==> src/rtl/bd_tx_scheduler_pkg.sv <==
// Shared constants and types for the USB bulk TX byte scheduler.
// PID/SYNC bytes, CRC16 parameters, packet kind and FSM state encodings.
package bd_tx_scheduler_pkg;

    localparam logic [7:0]  SYNC_BYTE  = 8'h80;
    localparam logic [7:0]  PID_ACK    = 8'hD2;
    localparam logic [7:0]  PID_NAK    = 8'h5A;
    localparam logic [7:0]  PID_DATA0  = 8'hC3;
    localparam logic [7:0]  PID_DATA1  = 8'h4B;
    localparam logic [15:0] CRC16_POLY = 16'h8005;
    localparam logic [15:0] CRC16_INIT = 16'hFFFF;

    typedef enum logic [1:0] {
        KIND_ACK,
        KIND_NAK,
        KIND_DATA
    } tx_kind_t;

    typedef enum logic [2:0] {
        ST_IDLE,
        ST_SYNC,
        ST_PID,
        ST_PAYLOAD,
        ST_CRC_LO,
        ST_CRC_HI,
        ST_EOP,
        ST_DONE
    } tx_state_t;

    // USB shifts the CRC LSB-first, so the register works on the bit-reversed polynomial.
    function automatic logic [15:0] reflect16(input logic [15:0] v);
        logic [15:0] r;
        r = '0;
        for (int i = 0; i < 16; i++) begin
            r[i] = v[15-i];
        end
        return r;
    endfunction

endpackage

==> src/rtl/bd_tx_scheduler_if.sv <==
// Request, FIFO and encoder-side signals of the bulk TX scheduler.
// master = controller/FIFO/encoder environment, slave = scheduler.
interface bd_tx_scheduler_if #(
    parameter int CNT_W = 7
);
    logic             tx_en;
    logic             send_ack;
    logic             send_nack;
    logic             send_data;
    logic             host_ack;
    logic [CNT_W-1:0] fifo_count;
    logic [7:0]       fifo_rdata;
    logic             fifo_rd;
    logic [7:0]       tx_byte;
    logic             tx_valid;
    logic             tx_ready;
    logic             tx_eop;
    logic             txing;
    logic             tx_complete;

    modport master (
        output tx_en, send_ack, send_nack, send_data, host_ack,
        output fifo_count, fifo_rdata, tx_ready,
        input  fifo_rd, tx_byte, tx_valid, tx_eop, txing, tx_complete
    );

    modport slave (
        input  tx_en, send_ack, send_nack, send_data, host_ack,
        input  fifo_count, fifo_rdata, tx_ready,
        output fifo_rd, tx_byte, tx_valid, tx_eop, txing, tx_complete
    );
endinterface

==> src/rtl/bd_tx_scheduler_crc16.sv <==
// USB CRC16 update over one payload byte (reflected form, LSB first).
// Latency: combinational.
// Backpressure: none; caller decides when to register crc_out.
module bd_tx_scheduler_crc16
    import bd_tx_scheduler_pkg::*;
(
    input  logic [15:0] crc_in,
    input  logic [7:0]  data_byte,
    output logic [15:0] crc_out
);
    localparam logic [15:0] POLY_REFL = reflect16(CRC16_POLY);

    logic [15:0] c;

    always_comb begin
        c = crc_in ^ {8'h00, data_byte};
        for (int i = 0; i < 8; i++) begin
            c = c[0] ? ((c >> 1) ^ POLY_REFL) : (c >> 1);
        end
        crc_out = c;
    end
endmodule

==> src/rtl/bd_tx_scheduler.sv <==
// Bulk TX byte sequencer: SYNC, PID, payload, CRC16, EOP; owns the DATA0/DATA1 toggle.
// Latency: request cycle -> SYNC valid next cycle; one byte per tx_valid&tx_ready handshake.
// Backpressure: tx_byte/tx_valid held while tx_ready low; FIFO popped only on accepted payload bytes.
module bd_tx_scheduler
    import bd_tx_scheduler_pkg::*;
#(
    parameter int MAX_PKT = 64,
    parameter int CNT_W   = 7
) (
    input logic              clk,
    input logic              n_rst,
    bd_tx_scheduler_if.slave bus
);
    localparam logic [CNT_W-1:0] MAX_LEN = CNT_W'(MAX_PKT);
    localparam logic [CNT_W-1:0] ONE     = CNT_W'(1);

    tx_state_t        state, state_nxt;
    tx_kind_t         kind;
    logic [CNT_W-1:0] len;
    logic [15:0]      crc, crc_upd;
    logic             toggle, last_data;
    logic             req;
    logic [7:0]       pid_byte;

    assign req       = bus.tx_en & (bus.send_nack | bus.send_ack | bus.send_data);
    assign bus.txing = (state != ST_IDLE);

    bd_tx_scheduler_crc16 u_crc (
        .crc_in    (crc),
        .data_byte (bus.fifo_rdata),
        .crc_out   (crc_upd)
    );

    always_comb begin
        case (kind)
            KIND_NAK: pid_byte = PID_NAK;
            KIND_ACK: pid_byte = PID_ACK;
            default:  pid_byte = toggle ? PID_DATA1 : PID_DATA0;
        endcase
    end

    always_ff @(posedge clk or negedge n_rst) begin
        if (!n_rst) begin
            state     <= ST_IDLE;
            kind      <= KIND_ACK;
            len       <= '0;
            crc       <= '0;
            toggle    <= 1'b0;
            last_data <= 1'b0;
        end else begin
            state <= state_nxt;
            if (state == ST_IDLE && req) begin
                crc <= CRC16_INIT;
                if (bus.send_nack) begin
                    kind <= KIND_NAK;
                end else if (bus.send_ack) begin
                    kind <= KIND_ACK;
                end else begin
                    kind <= KIND_DATA;
                    len  <= (bus.fifo_count > MAX_LEN) ? MAX_LEN : bus.fifo_count;
                end
            end
            if (state == ST_PAYLOAD && bus.tx_ready) begin
                crc <= crc_upd;
                len <= len - ONE;
            end
            // Only a host ACK seen in IDLE after a completed DATA packet may flip the toggle.
            if (state == ST_DONE) begin
                last_data <= (kind == KIND_DATA);
            end else if (state == ST_IDLE && bus.host_ack && last_data) begin
                toggle    <= ~toggle;
                last_data <= 1'b0;
            end
        end
    end

    always_comb begin
        state_nxt       = state;
        bus.tx_byte     = 8'h00;
        bus.tx_valid    = 1'b0;
        bus.fifo_rd     = 1'b0;
        bus.tx_eop      = 1'b0;
        bus.tx_complete = 1'b0;
        case (state)
            ST_IDLE: begin
                if (req) state_nxt = ST_SYNC;
            end
            ST_SYNC: begin
                bus.tx_valid = 1'b1;
                bus.tx_byte  = SYNC_BYTE;
                if (bus.tx_ready) state_nxt = ST_PID;
            end
            ST_PID: begin
                bus.tx_valid = 1'b1;
                bus.tx_byte  = pid_byte;
                if (bus.tx_ready) begin
                    if (kind != KIND_DATA) state_nxt = ST_EOP;
                    else if (len != '0)    state_nxt = ST_PAYLOAD;
                    else                   state_nxt = ST_CRC_LO;
                end
            end
            ST_PAYLOAD: begin
                bus.tx_valid = 1'b1;
                bus.tx_byte  = bus.fifo_rdata;
                if (bus.tx_ready) begin
                    bus.fifo_rd = 1'b1;
                    if (len == ONE) state_nxt = ST_CRC_LO;
                end
            end
            ST_CRC_LO: begin
                bus.tx_valid = 1'b1;
                bus.tx_byte  = ~crc[7:0];
                if (bus.tx_ready) state_nxt = ST_CRC_HI;
            end
            ST_CRC_HI: begin
                bus.tx_valid = 1'b1;
                bus.tx_byte  = ~crc[15:8];
                if (bus.tx_ready) state_nxt = ST_EOP;
            end
            ST_EOP: begin
                bus.tx_eop = 1'b1;
                state_nxt  = ST_DONE;
            end
            ST_DONE: begin
                bus.tx_complete = 1'b1;
                state_nxt       = ST_IDLE;
            end
            default: state_nxt = ST_IDLE;
        endcase
    end
endmodule
==> src/flat_wrapper.sv <==
// flat-port wrapper written by rule: the top's interface ports become plain ports
module bd_tx_scheduler_flat import bd_tx_scheduler_pkg::*;
#(
    parameter int MAX_PKT = 64,
    parameter int CNT_W   = 7
)
  (clk, n_rst, bus_tx_en, bus_send_ack, bus_send_nack, bus_send_data, bus_host_ack, bus_fifo_count, bus_fifo_rdata, bus_tx_ready, bus_fifo_rd, bus_tx_byte, bus_tx_valid, bus_tx_eop, bus_txing, bus_tx_complete);
  bd_tx_scheduler_if #(.CNT_W(CNT_W)) bus_i ();
  input logic clk;
  input logic n_rst;
  input wire logic [$bits(bus_i.tx_en)-1:0] bus_tx_en;
  input wire logic [$bits(bus_i.send_ack)-1:0] bus_send_ack;
  input wire logic [$bits(bus_i.send_nack)-1:0] bus_send_nack;
  input wire logic [$bits(bus_i.send_data)-1:0] bus_send_data;
  input wire logic [$bits(bus_i.host_ack)-1:0] bus_host_ack;
  input wire logic [$bits(bus_i.fifo_count)-1:0] bus_fifo_count;
  input wire logic [$bits(bus_i.fifo_rdata)-1:0] bus_fifo_rdata;
  input wire logic [$bits(bus_i.tx_ready)-1:0] bus_tx_ready;
  output wire logic [$bits(bus_i.fifo_rd)-1:0] bus_fifo_rd;
  output wire logic [$bits(bus_i.tx_byte)-1:0] bus_tx_byte;
  output wire logic [$bits(bus_i.tx_valid)-1:0] bus_tx_valid;
  output wire logic [$bits(bus_i.tx_eop)-1:0] bus_tx_eop;
  output wire logic [$bits(bus_i.txing)-1:0] bus_txing;
  output wire logic [$bits(bus_i.tx_complete)-1:0] bus_tx_complete;
  assign bus_i.tx_en = bus_tx_en;
  assign bus_i.send_ack = bus_send_ack;
  assign bus_i.send_nack = bus_send_nack;
  assign bus_i.send_data = bus_send_data;
  assign bus_i.host_ack = bus_host_ack;
  assign bus_i.fifo_count = bus_fifo_count;
  assign bus_i.fifo_rdata = bus_fifo_rdata;
  assign bus_i.tx_ready = bus_tx_ready;
  assign bus_fifo_rd = bus_i.fifo_rd;
  assign bus_tx_byte = bus_i.tx_byte;
  assign bus_tx_valid = bus_i.tx_valid;
  assign bus_tx_eop = bus_i.tx_eop;
  assign bus_txing = bus_i.txing;
  assign bus_tx_complete = bus_i.tx_complete;
  bd_tx_scheduler #(.MAX_PKT(MAX_PKT), .CNT_W(CNT_W)) u_core (.clk(clk), .n_rst(n_rst), .bus(bus_i));
endmodule
==> config.mk <==
export PLATFORM = sky130hd
export DESIGN_NAME = bd_tx_scheduler_flat
export DESIGN_NICKNAME = d
export VERILOG_FILES = /design/src/rtl/bd_tx_scheduler_pkg.sv /design/src/rtl/bd_tx_scheduler_if.sv /design/src/rtl/bd_tx_scheduler_crc16.sv /design/src/rtl/bd_tx_scheduler.sv /design/src/flat_wrapper.sv
export SDC_FILE = /design/constraint.sdc
export NUM_CORES = 1
export LEC_CHECK = 0
export ABC_CLOCK_PERIOD_IN_PS = 2450
export CAP_MARGIN = 20
export CORE_UTILIZATION = 53
export CTS_BUF_LIST = sky130_fd_sc_hd__clkbuf_8
export DETAILED_ROUTE_END_ITERATION = 12
export GPL_TIMING_DRIVEN = 0
export PLACE_DENSITY = 0.8
export SYNTH_ARGS = -nofsm -noshare
export SYNTH_HDL_FRONTEND = slang
export SYNTH_SLANG_ARGS = --single-unit
==> constraint.sdc <==
create_clock -name clk -period 2.45 [get_ports clk]
set_input_delay 0.245 -clock clk [delete_from_list [all_inputs] [get_ports clk]]
set_output_delay 0.245 -clock clk [all_outputs]
set_load 0.03 [all_outputs]
Word level (Yosys, flattened, before mapping)

Index checks and enable logic that the tools add are counted.
Widths: inputs -> output; s select.

Order comparisons: 1
Bitwise logic cells: 16
Equal/unequal tests: 20
Muxes and demuxes: 37
Add/subtract/negate cells: 1
Reductions and logical operators: 14

Operators with widths:

| kind                | count |
|---|---|
| $mux 16             | 10 |
| $pmux 8 s5          | 1 |
| $mux 7              | 5 |
| $mux 3              | 9 |
| $not 2->3           | 8 |
| $pmux 3 s8          | 1 |
| $not 8->8           | 2 |
| $pmux 8 s2          | 1 |
| $xor 16x8->16       | 1 |
| $ne 2x2->1 const B  | 7 |
| $eq 3x3->1 const B  | 4 |
| $mux 8              | 1 |
| $eq 7x1->1 const B  | 1 |
| $gt 7x7->1 const B  | 1 |
| $mux 1              | 7 |
| $reduce_and 7->1    | 1 |
| $reduce_bool 7->1   | 1 |
| $sub 7x1->7 const B | 1 |
| $eq 3x2->1 const B  | 2 |
| $ne 2x1->1 const B  | 3 |
| $reduce_or 5->1     | 1 |
| $logic_and 1x1->1   | 4 |
| $mux 2              | 2 |
| $reduce_bool 2->1   | 2 |
| 11 further kinds    | 13 |

Register bits after elaboration: 30
Bits of input ports: 23
Logic and storage cells: 95

Depth between registers and ports, before layout

Gate-level depths: netlist of run 1.

Depth in word-level cells: 18
Mapped depth: 7
Gate-level depth less buffers: 6

By module

Synthesis of run 1 repeated with hierarchy kept, for this count alone.

Cell total of the unflattened synthesis: 216
Area, all modules: 2064.5 sq um

Modules (own cells, without submodules):

| module                | times used | cells an instance | sequential area each (sq um) | area an instance (sq um) |
|---|---|---|---|---|
| bd_tx_scheduler       | 1          | 190               | 750.7                        | 1785.5 |
| bd_tx_scheduler_crc16 | 1          | 26                | 0.0                          | 279.0 |

Least setup slack after synthesis of run 1

Ideal clock, no wire load.

Kind: reg2out
From: register u_core.state[0]
To: output port bus_tx_byte[3]
Data arrival time: 1.912 ns
Stages on the path, launching flop included: 5
Buffers on the path: 2
Slack: 0.293 ns
Required time: 2.205 ns
Cells stage by stage: dfrtp_1 -> buf_1 -> clkbuf_1 -> a211oi_1 -> o32ai_1

Longest elaborated chain between the ends: 2
Elaborated cells on any way between the ends: 6
Classes of those cells: eq/ne (5); mux (1)

RTL lines:

| what                               | line                  | text |
|---|---|---|
| start, declared                    | bd_tx_scheduler.sv:17 | `tx_state_t state, state_nxt;` |
| start signal, assigned             | bd_tx_scheduler.sv:51 | `state <= state_nxt;` |
| $eq 3x3->1 (tied with other cells) | bd_tx_scheduler.sv:84 | `case (state)` |
| $pmux 8 s5 (*)                     | bd_tx_scheduler.sv:84 |  |
| end, declared                      | flat_wrapper.sv:20    | `output wire logic [$bits(bus_i.tx_byte)-1:0] bus_tx_byte;` |

Mark *: on every way between the ends. The rest lies on a longest branch, timed or not.

Final worst setup path of run 1

From: register u_core.state[0]
To: output port bus_tx_byte[5]

The elaborated chain is that of the path after synthesis.

==> results of run 1 <==
## through the flow
step | power, mW | setup TNS, ns
after floorplan | 2.314 | 0
final | 3.332 | 0
after CTS | 3.331 | 0
after global routing | 3.524 | 0
after global placement | 2.790 | -0.5208
after detailed placement | 2.872 | -0.6854
## layout by cell type (no fill, tap or decap), drive strengths merged, types with 4 or more instances in the layout
master	n
dfrtp	30
clkdlybuf4s50	28
nand2	17
nor2	16
a21oi	13
clkbuf	13
xnor2	12
xor2	9
o21ai	9
o22a	8
mux2	8
inv	7
nand3	6
nor2b	5
nor3	5
buf	5
o22ai	4
## cell type report
type | count | share of cell area [%]
Buffer | 7 | 1.416
Clock buffer | 8 | 4.615
Sequential cell | 30 | 31.46
Inverter | 7 | 1.101
Timing Repair Buffer | 36 | 15.63
Tap cell | 46 | 2.412
Multi-Input combinational cell | 145 | 43.37
## where the power goes
part / switching, mW / internal, mW
Combinational: 1.04 / 0.911
Sequential: 0.203 / 0.703
Clock: 0.188 / 0.283
Total: 1.44 / 1.90
## routing by layer
layer / up-vias / GRT usage [%]
met4: 0 / 11.36
met5: - / 0
met3: 8 / 6.397
met2: 54 / 46.78
met1: 816 / 35.56
li1: 763 / -
## worst max-delay path by stage
stage,start,end,slack (ns)
final,u_core.state[0]$_DFFE_PN0P_,bus_tx_byte[5],0.08
after floorplan,u_core.state[0]$_DFFE_PN0P_,bus_tx_byte[3],0.29
after CTS,u_core.state[2]$_DFFE_PN0P_,bus_tx_byte[6],0.01
after global placement,u_core.state[0]$_DFFE_PN0P_,bus_tx_byte[3],-0.22
after global routing,u_core.state[0]$_DFFE_PN0P_,bus_tx_byte[2],0.003
after detailed placement,u_core.state[0]$_DFFE_PN0P_,bus_tx_byte[3],-0.27
## sequential cells by signal, indices dropped and copies added, names as in the netlist
signal,count
u_core.last_data,1
u_core.len,7
u_core.crc,16
u_core.state,3
u_core.toggle,1
u_core.kind,2
## synthesized netlist by cell type, types with 3 or more instances
library cell and count:
a21oi_1 13, nand2b_1 3, o21ai_0 4, nand2_1 15
inv_2 3, inv_1 4, nor2b_1 5, nor3_1 4
clkbuf_1 5, mux2_2 5, xnor2_1 12, o22a_1 7
nor2_1 15, o21ai_1 5, xor2_1 6, mux2_1 3
dfrtp_1 30, nand3_1 6, xor2_2 3, o22ai_1 4
## cells by family (layout without fill, tap and decap cells)
kind of cell	after synthesis	count (layout)	share of synthesized area, %
simple gates	62	62	17.64
compound gates	50	50	18.39
flops	30	30	40.71
xor+xnor	23	23	13.70
buf+inv	15	58	3.324
mux	8	8	4.884
fa+ha+maj	2	2	1.357
==> impl_metrics.yaml, run 1 <==
placed_design:
  dp.cells: 272
  gp_congestion: 0.8514
  dpl_cell_area_sq_um: 2280
  port_buffers: 35
  pre_cts_slack_ns: -0.2659
  hpwlAfterDp_microns: 3568
detailed_routing:
  met1_length_microns: 1979
  routedWlPerCell_microns: 16.90
  firstDrtPassIters: 4
  routed.top_layer: "met4"
  vias: 1641
  routed_via_density: 5.882
  first_iter_violations: 74
  wl_met3_microns: 247
  wl_microns: 4715
  wl_met2_microns: 2417
  ant_nets: 0
  drc: 0
clocking:
  cts-resized-gates: 6
  clkSinkCount: 30
  worstSkewPairLatency_ns: 0.28
  numCtsBuffers: 5
  hold_buffers: 0
  cts_htree_levels: 2
  root_buffer: "clkbuf_8"
  path_clk_slew_ns: 0.06
  clk_path_buf_depth: 2
  cts_tree: "built"
  post_cts_buffers: 0
synthesis:
  synth-edff-count: 0
  synth-seq-cells: 30
  syn_nets: 215
  synth_top_area_share_pct: 40.71
  yosys_warnings: 0
  ys_types: 51
  synth-seq-area-share_pct: 40.71
  synth_cells: 190
  synth_area_sq_um: 1844
  synth_area_leaders: "dfrtp_1 (41%), xnor2_1 (5.7%), a21oi_1 (3.5%)"
  synth_top_area_cell: "dfrtp_1"
  synth_area_per_cell_sq_um: 9.707
  synthArstFlopShare_pct: 100.0
  synth-main-ff-cell: "dfrtp_1"
global_routing:
  grt_max_degree: 17
  antenna_found_initial: 0
  grt_usage_pct: 28.13
  grt_pass1_vias: 1598
  gr-total-overflow: 0
  grt_pass1_wl_microns: 7383
critical_path:
  crit_chain: "buf_2 -> mux2_2 -> o21ai_1 -> clkdlybuf4s50_1"
  arrival_ns: 2.12
  critPathMaxFanout: 10
  r2r_start: "u_core.crc[3]$_DFFE_PN0P_"
  slowest_stage: "clkdlybuf4s50_1"
  critPathBufInv: 2
  slowest_delay_ns: 0.68
  crit_path_end_kind: "output port"
  worstReg2RegEnd: "u_core.crc[0]$_DFFE_PN0P_"
  cp.depth: 4
  start_kind: "flip-flop"
  cp.required_ns: 2.20
  reg2reg_depth: 5
  cp_top_family: "buffers and inverters"
  critPathKind: "reg2out"
  regToRegSetupSlack_ns: 0.41
final_layout:
  area_growth_pct: 29.38
  final_util_pct: 71.50
  seqCellArea_sq_um: 750.7
  nets: 257
  num-fill-cells: 259
  fin_cells: 279
  n_antenna_cell: 0
  final_area_sq_um: 2386
  drive_gt1_share_pct: 15.45
  multiInputGateArea_sq_um: 1035
sta:
  relSlewSlack_pct: 47.07
  finClkSkew_ns: 0.004202
  tightest_slew_ns: 0.7915
  hold_slack_ns: 0.4191
  slew_violations: 0
  clock.fmax_ghz: 0.4224
  worst_slack_ns: 0.08272
  fin_crit_sh_pct: 96.62
  setup_viol_count_final: 0
  finalHoldViolCount: 0
  rsz0062_at_grt: "no"
  finalWorstPathRequiredPeriod_ns: 2.367
floorplan:
  core-area_sq_um: 3337
  top_level_ports: 36
  fp.dieW_microns: 60.99
  die-area_sq_um: 3720
  die_h_microns: 60.99
  rows: 21
  initial_utilization_pct: 55.27
worst_hold_path:
  holdCritPathClass: "in2async"
pwr:
  power_per_cell_area_nw_per_um2: 1397
  p_leak_nw: 0.9804
  ir_drop_uv: 824.7
run:
  cap_violations: 0
outcome:
  status: "finished clean"
(Power assumes the default switching activity.)
==> run 2: changes to the inputs <==
--- a/config.mk
+++ b/config.mk
@@ -9,6 +9,7 @@
 export CAP_MARGIN = 20
 export CORE_UTILIZATION = 53
 export CTS_BUF_LIST = sky130_fd_sc_hd__clkbuf_8
+export CTS_CLUSTER_DIAMETER = 50
 export DETAILED_ROUTE_END_ITERATION = 12
 export GPL_TIMING_DRIVEN = 0
 export PLACE_DENSITY = 0.8
==> results of run 2 <==
The final DEF is identical to that of run 1; final timing and power are the same.
